## src/rtl/alu_sequencer_pkg.sv

```systemverilog
// Shared definitions for the ALU sequencer and its register file.
// Holds the FSM state encoding, the ALU function codes, the branch condition
// codes, the illegal-op threshold, the flag bit positions and the helper that
// resolves a branch condition against a flag vector.
package alu_sequencer_pkg;

   typedef enum logic [1:0] {
      ST_IDLE,
      ST_READ,
      ST_EXEC,
      ST_WB
   } seq_state_t;

   // ALU function codes understood by the external ALU
   localparam logic [4:0] OP_ADD  = 5'b00000;
   localparam logic [4:0] OP_SUB  = 5'b00001;
   localparam logic [4:0] OP_AND  = 5'b00010;
   localparam logic [4:0] OP_CMP  = 5'b00011;
   localparam logic [4:0] OP_OR   = 5'b00100;
   localparam logic [4:0] OP_XOR  = 5'b00101;
   localparam logic [4:0] OP_SHL  = 5'b00110;
   localparam logic [4:0] OP_SHR  = 5'b00111;
   localparam logic [4:0] OP_SRA  = 5'b01000;
   localparam logic [4:0] OP_NOP  = 5'b01001;
   localparam logic [4:0] OP_MUL  = 5'b01010;
   localparam logic [4:0] OP_NOT  = 5'b01011;
   localparam logic [4:0] OP_NAND = 5'b01100;
   localparam logic [4:0] OP_NOR  = 5'b01101;
   localparam logic [4:0] OP_PASS = 5'b01110;
   localparam logic [4:0] OP_MIN  = 5'b01111;

   // Any function code at or above this value is rejected
   localparam logic [4:0] OP_ILLEGAL_MIN = 5'b10000;

   // Branch condition codes
   localparam logic [2:0] COND_ALWAYS = 3'b000;
   localparam logic [2:0] COND_EQU    = 3'b001;
   localparam logic [2:0] COND_NEQU   = 3'b010;
   localparam logic [2:0] COND_GT     = 3'b011;
   localparam logic [2:0] COND_LT     = 3'b100;
   localparam logic [2:0] COND_GE     = 3'b101;
   localparam logic [2:0] COND_LE     = 3'b110;
   localparam logic [2:0] COND_NEVER  = 3'b111;

   // Bit positions inside the packed flag vector {le,ge,lt,gt,nequ,equ}
   localparam int FLAG_EQU  = 0;
   localparam int FLAG_NEQU = 1;
   localparam int FLAG_GT   = 2;
   localparam int FLAG_LT   = 3;
   localparam int FLAG_GE   = 4;
   localparam int FLAG_LE   = 5;

   // Resolves a branch condition against a flag vector
   function automatic logic cond_met(input logic [2:0] cond, input logic [5:0] flags);
      logic met;
      met = 1'b0;
      case (cond)
         COND_ALWAYS: met = 1'b1;
         COND_EQU:    met = flags[FLAG_EQU];
         COND_NEQU:   met = flags[FLAG_NEQU];
         COND_GT:     met = flags[FLAG_GT];
         COND_LT:     met = flags[FLAG_LT];
         COND_GE:     met = flags[FLAG_GE];
         COND_LE:     met = flags[FLAG_LE];
         COND_NEVER:  met = 1'b0;
         default:     met = 1'b0;
      endcase
      return met;
   endfunction

endpackage

```

## src/rtl/seq_regfile.sv

```systemverilog
// Register file for the ALU sequencer.
// Two asynchronous read ports, one synchronous write port, all entries reset
// to zero. Entry 0 is hard-wired to read zero and ignores writes.
// Ports:
//   clk, rst              clock and asynchronous active-high reset
//   rd_idx_a / rd_data_a  read port A
//   rd_idx_b / rd_data_b  read port B
//   wr_en, wr_idx, wr_data write port, committed on the rising edge
module seq_regfile #(
   parameter int DATA_W = 32,
   parameter int REG_COUNT = 8,
   localparam int IDX_W = $clog2(REG_COUNT)
) (
   input  logic              clk,
   input  logic              rst,
   input  logic [IDX_W-1:0]  rd_idx_a,
   output logic [DATA_W-1:0] rd_data_a,
   input  logic [IDX_W-1:0]  rd_idx_b,
   output logic [DATA_W-1:0] rd_data_b,
   input  logic              wr_en,
   input  logic [IDX_W-1:0]  wr_idx,
   input  logic [DATA_W-1:0] wr_data
);

   logic [DATA_W-1:0] regs [REG_COUNT];

   // Storage: cleared by reset, written on the rising edge; writes to entry 0
   // are dropped so it always reads back as zero
   always_ff @(posedge clk or posedge rst) begin
      if (rst) begin
         for (int i = 0; i < REG_COUNT; i++) begin
            regs[i] <= '0;
         end
      end else if (wr_en && (wr_idx != '0)) begin
         regs[wr_idx] <= wr_data;
      end
   end

   assign rd_data_a = (rd_idx_a == '0) ? '0 : regs[rd_idx_a];
   assign rd_data_b = (rd_idx_b == '0) ? '0 : regs[rd_idx_b];

endmodule

```

## src/rtl/alu_sequencer.sv

```systemverilog
// Sequencer that steps one command at a time through an external ALU.
// Each accepted command walks IDLE -> READ -> EXEC -> WB, one cycle each:
// operands are fetched from the register file in READ, the ALU is driven in
// EXEC and its result and flags are sampled at the end of EXEC, and the
// response is presented (and the result written back) during WB.
// Ports:
//   clk, rst                          clock and asynchronous active-high reset
//   cmd_valid/cmd_ready               command handshake
//   cmd_op, cmd_rd, cmd_rs1, cmd_rs2  function code and register indices
//   cmd_imm, cmd_use_imm, cmd_cond    immediate, immediate select, branch condition
//   alu_func, alu_in1, alu_in2, alu_imm_in, alu_imm   ALU drive (zero outside EXEC)
//   alu_outp, alu_equ..alu_le         ALU result and flags
//   rsp_valid, rsp_data, rsp_flags, rsp_taken, rsp_err   one-cycle response
module alu_sequencer
   import alu_sequencer_pkg::*;
#(
   parameter int DATA_W = 32,
   parameter int REG_COUNT = 8,
   localparam int IDX_W = $clog2(REG_COUNT)
) (
   input  logic              clk,
   input  logic              rst,
   input  logic              cmd_valid,
   output logic              cmd_ready,
   input  logic [4:0]        cmd_op,
   input  logic [IDX_W-1:0]  cmd_rd,
   input  logic [IDX_W-1:0]  cmd_rs1,
   input  logic [IDX_W-1:0]  cmd_rs2,
   input  logic [DATA_W-1:0] cmd_imm,
   input  logic              cmd_use_imm,
   input  logic [2:0]        cmd_cond,
   output logic [4:0]        alu_func,
   output logic [DATA_W-1:0] alu_in1,
   output logic [DATA_W-1:0] alu_in2,
   output logic [DATA_W-1:0] alu_imm_in,
   output logic              alu_imm,
   input  logic [DATA_W-1:0] alu_outp,
   input  logic              alu_equ,
   input  logic              alu_nequ,
   input  logic              alu_gt,
   input  logic              alu_lt,
   input  logic              alu_ge,
   input  logic              alu_le,
   output logic              rsp_valid,
   output logic [DATA_W-1:0] rsp_data,
   output logic [5:0]        rsp_flags,
   output logic              rsp_taken,
   output logic              rsp_err
);

   seq_state_t        state, state_next;
   logic [4:0]        op_q;
   logic [IDX_W-1:0]  rd_q, rs1_q, rs2_q;
   logic [DATA_W-1:0] imm_q;
   logic              use_imm_q;
   logic [2:0]        cond_q;
   logic [DATA_W-1:0] op_a, op_b;
   logic [DATA_W-1:0] rf_data_a, rf_data_b;
   logic [5:0]        flag_q;
   logic [5:0]        alu_flags;
   logic              op_illegal;
   logic              wb_en;

   assign alu_flags  = {alu_le, alu_ge, alu_lt, alu_gt, alu_nequ, alu_equ};
   assign op_illegal = (op_q >= OP_ILLEGAL_MIN);

   // The write-back data is the ALU result sampled at the end of EXEC, which
   // is exactly what rsp_data holds during WB
   seq_regfile #(
      .DATA_W(DATA_W),
      .REG_COUNT(REG_COUNT)
   ) u_regfile (
      .clk(clk),
      .rst(rst),
      .rd_idx_a(rs1_q),
      .rd_data_a(rf_data_a),
      .rd_idx_b(rs2_q),
      .rd_data_b(rf_data_b),
      .wr_en(wb_en),
      .wr_idx(rd_q),
      .wr_data(rsp_data)
   );

   // State register
   always_ff @(posedge clk or posedge rst) begin
      if (rst) begin
         state <= ST_IDLE;
      end else begin
         state <= state_next;
      end
   end

   // Next state and per-state outputs; the ALU is only driven during EXEC and
   // compares, no-ops and illegal ops never write back
   always_comb begin
      state_next = state;
      cmd_ready  = 1'b0;
      alu_func   = '0;
      alu_in1    = '0;
      alu_in2    = '0;
      alu_imm_in = '0;
      alu_imm    = 1'b0;
      wb_en      = 1'b0;
      case (state)
         ST_IDLE: begin
            cmd_ready = 1'b1;
            if (cmd_valid) begin
               state_next = ST_READ;
            end
         end
         ST_READ: begin
            state_next = ST_EXEC;
         end
         ST_EXEC: begin
            state_next = ST_WB;
            alu_func   = op_q;
            alu_in1    = op_a;
            alu_in2    = op_b;
            alu_imm_in = imm_q;
            alu_imm    = use_imm_q;
         end
         ST_WB: begin
            state_next = ST_IDLE;
            wb_en = (rd_q != '0) && (op_q != OP_CMP) && (op_q != OP_NOP) && !op_illegal;
         end
         default: begin
            state_next = ST_IDLE;
         end
      endcase
   end

   // Command capture on the handshake edge
   always_ff @(posedge clk or posedge rst) begin
      if (rst) begin
         op_q      <= '0;
         rd_q      <= '0;
         rs1_q     <= '0;
         rs2_q     <= '0;
         imm_q     <= '0;
         use_imm_q <= 1'b0;
         cond_q    <= '0;
      end else if (cmd_ready && cmd_valid) begin
         op_q      <= cmd_op;
         rd_q      <= cmd_rd;
         rs1_q     <= cmd_rs1;
         rs2_q     <= cmd_rs2;
         imm_q     <= cmd_imm;
         use_imm_q <= cmd_use_imm;
         cond_q    <= cmd_cond;
      end
   end

   // Operand fetch at the end of READ
   always_ff @(posedge clk or posedge rst) begin
      if (rst) begin
         op_a <= '0;
         op_b <= '0;
      end else if (state == ST_READ) begin
         op_a <= rf_data_a;
         op_b <= rf_data_b;
      end
   end

   // Result and flag sampling at the end of EXEC. Illegal ops leave the flag
   // register alone and report its existing contents, never a taken branch.
   // Outside that edge the response fields hold their last value.
   always_ff @(posedge clk or posedge rst) begin
      if (rst) begin
         flag_q    <= '0;
         rsp_valid <= 1'b0;
         rsp_data  <= '0;
         rsp_flags <= '0;
         rsp_taken <= 1'b0;
         rsp_err   <= 1'b0;
      end else begin
         rsp_valid <= (state == ST_EXEC);
         if (state == ST_EXEC) begin
            rsp_data <= alu_outp;
            rsp_err  <= op_illegal;
            if (op_illegal) begin
               rsp_flags <= flag_q;
               rsp_taken <= 1'b0;
            end else begin
               flag_q    <= alu_flags;
               rsp_flags <= alu_flags;
               rsp_taken <= cond_met(cond_q, alu_flags);
            end
         end
      end
   end

endmodule

```

## config.mk

```make
export PLATFORM = sky130hd
export DESIGN_NAME = alu_sequencer
export DESIGN_NICKNAME = d
export VERILOG_FILES = /design/src/rtl/alu_sequencer_pkg.sv /design/src/rtl/seq_regfile.sv /design/src/rtl/alu_sequencer.sv
export SDC_FILE = /design/constraint.sdc
export NUM_CORES = 1
export LEC_CHECK = 0
export CAP_MARGIN = 40
export CORE_AREA = 2 2 253 255
export CTS_BUF_LIST = sky130_fd_sc_hd__clkbuf_8
export DETAILED_ROUTE_END_ITERATION = 7
export DIE_AREA = 0 0 255 257
export PLACE_DENSITY = 0.52
export SLEW_MARGIN = 0
export SYNTH_ARGS = -nofsm -noshare
export SYNTH_HDL_FRONTEND = slang
export SYNTH_SLANG_ARGS = --single-unit
```

## constraint.sdc

```tcl
create_clock -name clk -period 16.35 [get_ports clk]
set_input_delay 4.0875 -clock clk [delete_from_list [all_inputs] [get_ports clk]]
set_output_delay 4.0875 -clock clk [all_outputs]
set_load 0.01 [all_outputs]
```

# Word-level counts from Yosys, hierarchy flattened

Index checks and enable logic that the tools add are counted.

Magnitude comparators: 5
Equal/unequal tests: 13
Muxes and demuxes: 22
Bitwise logic cells: 4
Reduce and logical (&&, ||, !) cells: 13

Operators with widths:

| operator                                                  | count |
|---|---|
| 2-to-1 mux 32 bit                                         | 10 |
| bitwise mux 256 bit                                       | 1 |
| binary-select mux 32 bit (select 3 bit)                   | 2 |
| demux 32 bit (select 3 bit)                               | 1 |
| == test 3 bit (second input constant)                     | 4 |
| greater-or-equal comparator 4 bit (second input constant) | 3 |
| inverter 3 -> 4 bit                                       | 3 |
| zero test 3 bit                                           | 3 |
| case mux 1 bit (8 select lines)                           | 1 |
| case mux 2 bit (4 select lines)                           | 1 |
| == test 3 x 2 -> 1 bit (second input constant)            | 2 |
| logical AND 1 bit                                         | 6 |
| greater-or-equal comparator 5 bit (second input constant) | 1 |
| 2-to-1 mux 5 bit                                          | 1 |
| inequality test 5 x 2 -> 1 bit (second input constant)    | 1 |
| inequality test 5 x 4 -> 1 bit (second input constant)    | 1 |
| == test 2 bit (second input constant)                     | 2 |
| < comparator 4 x 1 -> 1 bit (second input constant)       | 1 |
| 2-to-1 mux 1 bit                                          | 4 |
| == test 3 x 1 -> 1 bit (second input constant)            | 1 |
| nonzero test 3 bit                                        | 1 |
| == test 2 x 1 -> 1 bit (second input constant)            | 1 |
| zero test 2 bit                                           | 1 |
| 2-to-1 mux 2 bit                                          | 1 |
| other kinds (4)                                           | 4 |

Register bits: 413
Input port bits: 91

# Longest topological paths before layout

Gate-level depths: netlist of the first run.

Depth in word-level cells: 6
Gate-level depth with buffers: 7

# Hierarchy

A second synthesis of the first run with hierarchy kept.

Cells, all modules: 1345
Area total of the unflattened synthesis: 18845.6 um2

By module, submodules not included:

| module        | times used | cells an instance | area an instance (um2) |
|---|---|---|---|
| seq_regfile   | 1          | 876               | 12190.4 |
| alu_sequencer | 1          | 469               | 6655.1 |

# Worst setup path before layout of the first run

No wires, ideal clock.

Path kind: reg2out
Start: register state[0]
End: output alu_func[4]
Data arrival time: 1.445 ns
Required time: 12.262 ns
Path slack: 10.817 ns
Stages on the path, launching flop included: 6
Path buffers: 2
Cell sequence: dfrtp_1 > inv_1 > ha_1 > clkbuf_1 > buf_1 > and2_1

Longest elaborated chain between the ends: 2

RTL lines:

| element                | line                 | text |
|---|---|---|
| start, declared        | alu_sequencer.sv:51  | `seq_state_t state, state_next;` |
| start signal, assigned | alu_sequencer.sv:89  | `state <= state_next;` |
| == test 2 bit          | alu_sequencer.sv:104 | `case (state)` |
| 2-to-1 mux 5 bit       | alu_sequencer.sv:104 |  |
| end, declared          | alu_sequencer.sv:32  | `output logic [4:0] alu_func,` |

No other way between the ends.

# Worst setup path after layout of the first run

Start: register state[0]
End: output alu_in1[0]

Longest elaborated chain between the ends: 2

RTL lines:

| element           | line                 | text |
|---|---|---|
| == test 2 bit     | alu_sequencer.sv:104 |  |
| 2-to-1 mux 32 bit | alu_sequencer.sv:104 |  |
| end, declared     | alu_sequencer.sv:33  | `output logic [DATA_W-1:0] alu_in1,` |

No other way between the ends.

==> results of run 1 <==
through the flow:
| step | std cells | hold WS (ns) |
|---|---|---|
| 2_1_floorplan | 1365 | 0.4638 |
| 3_3_place_gp | 2357 | 0.4816 |
| 3_5_place_dp | 2365 | 0.4864 |
| 4_1_cts | 2496 | 0.4990 |
| 5_1_grt | 2496 | 0.5108 |
| 6_report | 2496 | 0.4959 |
synth_stat cells (all sizes together), types with 8 or more instances:
library cell	n
a221oi	98
a22oi	12
and2	104
buf	66
clkbuf	44
dfrtp	381
inv	8
mux2	425
mux2i	129
nand2	8
nor2	17
o221ai	12
o22a	13
cell usage in the layout, fill, tap and decap left out, types with 4 or more instances in the layout:
master | Yosys | layout
nand2_1 | 8 | 7
mux2_4 | 20 | 20
o221ai_1 | 12 | 12
mux2i_1 | 129 | 129
inv_1 | 8 | 33
and2_1 | 103 | 102
nor2_1 | 17 | 17
a221oi_1 | 98 | 98
nand3b_1 | 4 | 4
o21ai_0 | 4 | 4
nor2b_4 | 0 | 4
dfrtp_2 | 0 | 4
clkdlybuf4s50_1 | 0 | 234
buf_4 | 11 | 21
a22oi_1 | 12 | 12
clkbuf_8 | 0 | 99
a21oi_1 | 4 | 4
o22a_1 | 13 | 13
dfrtp_1 | 381 | 375
mux2_2 | 378 | 378
buf_16 | 0 | 5
clkinv_2 | 0 | 4
mux2_1 | 27 | 27
report_power, final:
part / total, uW / leakage, uW / internal, uW / switching [uW]
sequential: 1860 / 0.00483 / 1390 / 464
combinational: 2100 / 0.00456 / 1160 / 942
clock: 969 / 0.000885 / 552 / 417
flip-flops by register name, indices dropped and copies added (netlist names), 5 cells and up:
register and flops:
flag_q 6, imm_q 32, op_a 32, op_b 32
op_q 5, rsp_data 32, u_regfile.regs 224
worst min path at each step:
| stage | cells past startpoint | to | start |
|---|---|---|---|
| after floorplan | 1 | op_a[1] | op_a[1] |
| after global placement | 2 | flag_q[2] | flag_q[2] |
| after detailed placement | 1 | imm_q[4] | imm_q[4] |
| after CTS | 1 | imm_q[4] | imm_q[4] |
| after global routing | 1 | imm_q[4] | imm_q[4] |
| final | 1 | imm_q[17] | imm_q[17] |
cell type report:
class	count	area [um2]
well taps	846	1059
clock buffers	99	1363
fillers	6077	39330
multi-input cells	866	8536
inverters	8	37.54
flip-flops and latches	381	9547
clock inverters	32	156.4
repair buffers	264	2708
kinds of logic after synthesis:
group | Yosys count | synth area share [%]
mux | 555 | 33.18
flops | 381 | 51.23
simple gates | 157 | 5.264
compound gates | 149 | 6.737
buf+inv | 118 | 3.274
fa+ha+maj | 4 | 0.2689
xor+xnor | 1 | 0.04707
metal layers:
metal / track usage, % / wire length, um
met1: 22.67 / 25060
met2: 25.95 / 24440
met3: 3.682 / 3004
met4: 5.848 / 1322
met5: 0 / 29
==> results.sh, run 1 <==
export IMPL_worstPathArrival_ns=2.98
export IMPL_crit_cells=6
export IMPL_start_kind="register"
export IMPL_clk_path_buf_depth=3
export IMPL_die_h_um=257
export IMPL_ys_seq_area_share_pct=51.23
export IMPL_ctsResizeCount=0
export IMPL_nets=1690
export IMPL_cts_num_sinks=381
export IMPL_diodes=0
export IMPL_yosysWarnings=0
export IMPL_critical_path_peak_fanout=94
export IMPL_place_area_mm2=0.02189
export IMPL_die_w_um=255
export IMPL_final_util_pct=37.31
export IMPL_leakagePower_uw=0.01027
export IMPL_h_tree_depth=3
export IMPL_drtIter0Drc=641
export IMPL_cts_hold_buf=0
export IMPL_synthTopCellsByArea="dfrtp_1, mux2_2, mux2i_1"
export IMPL_vdd_drop_max_v=0.00008624
export IMPL_status="finished, final reports clean"
export IMPL_skew_ns=0.02672
export IMPL_required_ns=12.26
export IMPL_syn_avg_cell_area_um2=13.63
export IMPL_vias=12470
export IMPL_powerDensity_mw_per_mm2=210.3
export IMPL_syn_area_mm2=0.01861
export IMPL_pin_count=235
export IMPL_synth_main_ff_cell="dfrtp_1"
export IMPL_grt_max_degree=191
export IMPL_drt_first_pass_iters=4
export IMPL_synth_top_cell_area_share_pct=51.23
export IMPL_rows=92
export IMPL_r2r_slack_ns=13.16
export IMPL_overflow=0
export IMPL_tritoncts="done"
export IMPL_finalInstanceArea_mm2=0.02340
export IMPL_crit_buf_inv=4
export IMPL_endpoint_kind="primary output"
export IMPL_synth_nets=1460
export IMPL_wl_per_cell_um=21.58
export IMPL_synthCells=1365
export IMPL_critPathMaxStageDelay_ns=0.54
export IMPL_grt_first_pass_wirelength_mm=83.29
export IMPL_crit_family="buffers and inverters"
export IMPL_regToRegEndpoint="op_a[16]"
export IMPL_drt_total_wl_mm=53.86
export IMPL_post_cts_repair_setup_buffers=0
export IMPL_cap_violations=0
export IMPL_area_growth_pct=25.76
export IMPL_fin_total_pwr_uw=4922
export IMPL_tightest_slew_ns=1.217
export IMPL_grt_usage_pct=16.64
export IMPL_cts_root_buffer="clkbuf_8"
export IMPL_finalSetupViolCount=0
export IMPL_critPathLaunch="state[0]"
export IMPL_pre_cts_slack_ns=9.109
export IMPL_drc_errors=0
export IMPL_initial_core_util_pct=29.66
export IMPL_timing_rr_start="rs1_q[0]"
export IMPL_worstPathCellList="inv_1 > ha_4 > buf_4 > buf_16 > and2_1 > clkdlybuf4s50_1"
export IMPL_hold_viol=0
export IMPL_max_slew_margin_rel_pct=18.84
export IMPL_fin_ws_ns=9.286
export IMPL_cp_slowest_cell="clkdlybuf4s50_1"
export IMPL_setup_tns_ns=0
export IMPL_synth_edf_count=0
export IMPL_r2r_cells=7
export IMPL_dp_hpwl_mm=32.47
export IMPL_drive_gt1_share_pct=33.82
export IMPL_fp_coreArea_mm2=0.06274
export IMPL_cts_made_buffers=74
export IMPL_via_per_inst=4.995
export IMPL_die_area_mm2=0.06554
export IMPL_final_antenna_net_count=0
export IMPL_grt_pass1_vias=13640
export IMPL_cp_endpoint="alu_in1[0]"
export IMPL_globalplace_congestion=0.7052
export IMPL_slew_violations=0
export IMPL_ys_async_sr_fraction_pct=100.0
export IMPL_post_route_period_util_pct=43.21
export IMPL_yosysUniqueCellTypes=42
export IMPL_hold_path_class="register to register"
export IMPL_rsz0062_at_grt="no"
export IMPL_clk_pin_slew_ns=0.06
export IMPL_antenna_found_initial=2
export IMPL_numPortBuffers=234
export IMPL_final_min_clock_period_ns=7.064
export IMPL_netlist_top_cell_by_area="dfrtp_1"
export IMPL_fmax_mhz=141.6
export IMPL_path_class="register to primary output"
export IMPL_worstSkewPairLatency_ns=0.64
export IMPL_ys_seq_elements=381
(Power assumes the default switching activity.)
==> run 2: changes to the inputs <==
clock period = 6.6 ns   (was 16.35 ns; I/O delays follow)
==> results.sh, run 2 (same netlist as run 1, synthesis figures left out) <==
export IMPL_drtIter0Drc=639
export IMPL_via_per_inst=4.987
export IMPL_switching_share_pct=37.18
export IMPL_drc_errors=0
export IMPL_required_ns=4.95
export IMPL_overflow=0
export IMPL_regToRegEndpoint="op_a[25]"
export IMPL_worst_hold_slack_ns=0.4866
export IMPL_slew_violations=0
export IMPL_p_switching_uw=4548
export IMPL_rows=92
export IMPL_worstSkewPairLatency_ns=0.67
export IMPL_fin_cells=2497
export IMPL_drive_gt1_share_pct=34.48
export IMPL_seq_power_share_pct=36.9
export IMPL_post_route_period_util_pct=72.62
export IMPL_start_kind="register"
export IMPL_numPortBuffers=234
export IMPL_globalplace_congestion=0.7267
export IMPL_cts_root_buffer="clkbuf_8"
export IMPL_critical_path_peak_fanout=77
export IMPL_hold_path_depth=2
export IMPL_grt_first_pass_wirelength_mm=83.21
export IMPL_hold_start="flag_q[2]"
export IMPL_power_frac_comb_pct=42.9
export IMPL_post_cts_repair_setup_buffers=0
export IMPL_hold_path_class="register to register"
export IMPL_drt_first_pass_iters=5
export IMPL_r2r_cells=5
export IMPL_die_h_um=257
export IMPL_layout_commonest_cell="mux2_2"
export IMPL_final_min_clock_period_ns=4.793
export IMPL_power_share_clock_pct=20.1
export IMPL_initial_core_util_pct=29.66
export IMPL_fin_total_pwr_uw=12230
export IMPL_grt_usage_pct=16.65
export IMPL_drt_total_wl_mm=54.19
export IMPL_most_common_layout_cells="mux2_2, dfrtp_1, clkdlybuf4s50_1"
export IMPL_cts_made_buffers=75
export IMPL_setup_tns_ns=0
export IMPL_placed_cells_incl_taps=2369
export IMPL_fmax_mhz=208.6
export IMPL_cts_num_sinks=381
export IMPL_max_slew_margin_rel_pct=44.52
export IMPL_antenna_found_initial=2
export IMPL_grt_max_degree=135
export IMPL_cts_hold_buf=0
export IMPL_path_class="register to primary output"
export IMPL_regMostFlops="u_regfile.regs"
export IMPL_largest_reg_flops=224
export IMPL_vias=12450
export IMPL_hold_viol=0
export IMPL_clk_pin_slew_ns=0.05
export IMPL_r2r_slack_ns=3.85
export IMPL_timing_rr_start="rs1_q[0]"
export IMPL_ctsResizeCount=0
export IMPL_final_antenna_net_count=0
export IMPL_multiInputGateArea_mm2=0.008534
export IMPL_skew_ns=0.03614
export IMPL_leakagePower_uw=0.01024
export IMPL_tightest_slew_ns=0.8322
export IMPL_die_area_mm2=0.06554
export IMPL_nets=1695
export IMPL_status="finished, final reports clean"
export IMPL_powerDensity_mw_per_mm2=522.3
export IMPL_endpoint_kind="primary output"
export IMPL_pin_count=235
export IMPL_wl_per_cell_um=21.70
export IMPL_dp_hpwl_mm=32.72
export IMPL_seq_area_mm2=0.009547
export IMPL_grt_pass1_vias=13510
export IMPL_worstPathArrival_ns=3.14
export IMPL_fp_coreArea_mm2=0.06274
export IMPL_p_int_uw=7686
export IMPL_vdd_drop_max_v=0.0002579
export IMPL_fin_ws_ns=1.807
export IMPL_rsz0062_at_grt="no"
export IMPL_clk_path_buf_depth=3
export IMPL_pre_cts_slack_ns=2.364
export IMPL_fillers=6039
export IMPL_finalSetupViolCount=0
export IMPL_h_tree_depth=3
export IMPL_tritoncts="done"
export IMPL_die_w_um=255
export IMPL_cap_violations=0
export IMPL_min_to="flag_q[2]"
export IMPL_area_growth_pct=25.87
[run 2: cell count changes in the layout (fill, tap and decap cells not counted)]
cell	delta
clkbuf_8	-6
and2_2	-1
bufinv_16	+2
diode_2	+1
inv_6	+2
clkinv_2	+8
and2_1	+1
inv_1	-12
clkinvlp_4	+3
buf_16	-3
buf_4	+4
inv_8	-1
buf_12	+5
buf_8	-2
[run 2: worst max-delay path, stage by stage (launching register included)]
cell             delay (ns)
dfrtp_1                0.43
inv_1                  0.15
ha_4                   0.66
buf_4                  0.42
and2_1                 0.22
clkdlybuf4s50_1        0.55
[run 2: cell type report]
class                      count  area share [%]
sequential                   381           40.75
inverter                       8          0.1442
timing repair buffer         268           11.63
antenna                        1         0.01068
clock buffer                  93           5.464
multi-input combinational    866           36.43
tap                          846           4.519
clock inverter                34           1.042
[run 2: per-stage QoR]
| stage | util, % | area [um2] |
|---|---|---|
| floorplan | - | 18610 |
| global placement | 34.66 | 21740 |
| detailed placement | 34.91 | 21900 |
| CTS | 37.34 | 23420 |
| global route | 37.34 | 23420 |
| finish | 37.34 | 23430 |
[run 2: worst max path at each step]
stage	from	to	slack [ns]	cells past startpoint
final	state[0]	alu_in2[30]	1.81	5
after global routing	state[0]	alu_in2[30]	1.56	5
after CTS	state[0]	alu_in2[30]	1.65	5
after detailed placement	state[0]	alu_in2[30]	2.36	5
after global placement	state[0]	alu_in2[30]	2.43	5
after floorplan	rst	cond_q[0]	-0.17	1
[run 2: layer usage]
layer / wire (um) / vias up / GRT usage, %
met2: 25730 / 321 / 26.89
li1: - / 5567 / -
met4: 964 / 2 / 5.003
met1: 24300 / 6485 / 21.95
met5: 13 / - / 0
met3: 3183 / 77 / 4.107
[run 2: power by group through the flow]
| stage | clock network, uW | registers, uW | logic, uW |
|---|---|---|---|
| 2_1_floorplan | 0 | 4130 | 3590 |
| 3_3_place_gp | 0 | 4510 | 5170 |
| 3_5_place_dp | 0 | 4560 | 5310 |
| 4_1_cts | 2560 | 4530 | 5330 |
| 5_1_grt | 2670 | 4700 | 5670 |
| 6_report | 2460 | 4520 | 5250 |
==> run 3: changes to the inputs <==
clock period = 4.6 ns   (was 6.6 ns; I/O delays follow)
==> results.sh, run 3 (same netlist as run 1, synthesis figures left out) <==
export IMPL_most_common_layout_cells="mux2_2, dfrtp_1, clkdlybuf4s50_1"
export IMPL_regToRegEndpoint="op_a[30]"
export IMPL_skew_ns=0.03138
export IMPL_final_min_clock_period_ns=4.115
export IMPL_final_util_pct=37.51
export IMPL_powerDensity_mw_per_mm2=742.0
export IMPL_dp_hpwl_mm=34.26
export IMPL_finalInstanceArea_mm2=0.02353
export IMPL_timing_rr_start="rs1_q[0]"
export IMPL_antenna_found_initial=4
export IMPL_worstPathArrival_ns=2.97
export IMPL_clk_pin_slew_ns=0.06
export IMPL_status="finished, final reports clean"
export IMPL_worstPathCellList="inv_1 > ha_4 > buf_4 > and2_1 > clkdlybuf4s50_1"
export IMPL_slew_violations=0
export IMPL_cap_violations=0
export IMPL_crit_family="buffers and inverters"
export IMPL_vias=12450
export IMPL_ctsResizeCount=0
export IMPL_cts_made_buffers=73
export IMPL_drtIter0Drc=599
export IMPL_critical_path_peak_fanout=57
export IMPL_final_antenna_net_count=0
export IMPL_globalplace_congestion=0.7364
export IMPL_grt_util_met3_pct=4.056
export IMPL_h_tree_depth=3
export IMPL_regMostFlops="u_regfile.regs"
export IMPL_place_area_mm2=0.02209
export IMPL_r2r_cells=5
export IMPL_grt_max_degree=83
export IMPL_fin_total_pwr_uw=17460
export IMPL_grt_util_met1_pct=22.57
export IMPL_drt_first_pass_iters=4
export IMPL_pre_cts_slack_ns=1.078
export IMPL_post_cts_repair_setup_buffers=0
export IMPL_crit_cells=5
export IMPL_layout_commonest_cell="mux2_2"
export IMPL_die_w_um=255
export IMPL_required_ns=3.45
export IMPL_cts_hold_buf=0
export IMPL_tritoncts="done"
export IMPL_grt_first_pass_wirelength_mm=84.70
export IMPL_start_kind="register"
export IMPL_rows=92
export IMPL_initial_core_util_pct=29.66
export IMPL_hold_viol=0
export IMPL_overflow=0
export IMPL_r2r_slack_ns=1.94
export IMPL_crit_buf_inv=3
export IMPL_critPathMaxStageDelay_ns=0.60
export IMPL_die_area_mm2=0.06554
export IMPL_cts_root_buffer="clkbuf_8"
export IMPL_die_h_um=257
export IMPL_post_route_period_util_pct=89.46
export IMPL_area_growth_pct=26.44
export IMPL_drive_gt1_share_pct=34.24
export IMPL_cts_num_sinks=381
export IMPL_fin_cells=2500
export IMPL_worstSkewPairLatency_ns=0.64
export IMPL_drt_total_wl_mm=54.35
export IMPL_cp_slowest_cell="ha_4"
export IMPL_grt_pass1_vias=13620
export IMPL_largest_reg_flops=224
export IMPL_hold_path_class="register to register"
export IMPL_fin_ws_ns=0.4848
export IMPL_fmax_mhz=243.0
export IMPL_pin_count=235
export IMPL_grt_usage_pct=16.90
export IMPL_tightest_slew_ns=0.8606
export IMPL_leakagePower_uw=0.01030
export IMPL_hold_start="flag_q[2]"
export IMPL_fp_coreArea_mm2=0.06274
export IMPL_rsz0062_at_grt="no"
export IMPL_wl_per_cell_um=21.74
export IMPL_clk_path_buf_depth=3
export IMPL_path_class="register to primary output"
export IMPL_busiest_layer="met2"
export IMPL_endpoint_kind="primary output"
export IMPL_placed_cells_incl_taps=2378
export IMPL_vdd_drop_max_v=0.0003493
export IMPL_max_slew_margin_rel_pct=42.63
export IMPL_min_to="flag_q[2]"
export IMPL_drc_errors=0
export IMPL_numPortBuffers=234
export IMPL_via_per_inst=4.981
export IMPL_nets=1702
export IMPL_finalSetupViolCount=0
export IMPL_hold_path_depth=2
export IMPL_grt_util_met2_pct=26.57
-- run 3: cell types whose count changed in the layout (fill, tap and decap cells not counted) --
cell and change:
inv_1 +6, buf_8 +5, clkbuf_8 +2, buf_16 +1, buf_12 +5, inv_6 -3, clkinv_2 -9, bufinv_16 -2
buf_4 -2
-- run 3: layer usage --
metal	up-vias	share of wire, %
met5	-	0.053
met4	4	2.6
met3	102	6.4
met2	342	46
met1	6430	45
li1	5575	-
-- run 3: layout make-up --
| class | instances | area [um2] |
|---|---|---|
| Timing Repair Buffer | 277 | 2913 |
| Sequential cell | 381 | 9547 |
| Multi-Input combinational cell | 866 | 8534 |
| Tap cell | 846 | 1059 |
| Antenna cell | 1 | 2.502 |
| Fill cell | 6015 | 39200 |
| Clock inverter | 26 | 135.1 |
| Clock buffer | 95 | 1308 |
| Inverter | 8 | 33.78 |
-- run 3: power breakdown --
| group | total [uW] | leakage, uW | internal (uW) | switching, uW |
|---|---|---|---|---|
| clock | 3350 | 0.000816 | 1880 | 1470 |
| sequential | 6590 | 0.00483 | 4950 | 1640 |
| combinational | 7520 | 0.00466 | 4150 | 3370 |
| total | 17500 | 0.0103 | 11000 | 6480 |
-- run 3: through the flow --
| stage | hold WS [ns] | TNS [ns] |
|---|---|---|
| after floorplan | 0.4638 | -636.27 |
| after global placement | 0.4684 | 0 |
| after detailed placement | 0.4839 | 0 |
| after CTS | 0.4945 | 0 |
| after global routing | 0.5146 | 0 |
| final | 0.4893 | 0 |
-- run 3: worst min-delay path: cells and delay by family (launching register included) --
kind               cells  cell delay (ns)
AOI/OAI and AO/OA      1             0.06
DFF                    1             0.35
and+or+nand+nor        1             0.05
-- run 3: worst max path at each step --
stage	from	end	slack [ns]
after global placement	state[0]	alu_in2[28]	1.18
after detailed placement	state[0]	alu_in2[4]	1.08
after CTS	state[0]	alu_in2[4]	0.33
after floorplan	rst	cond_q[0]	-1.67
after global routing	state[0]	alu_imm_in[14]	0.21
final	state[0]	alu_in2[4]	0.48
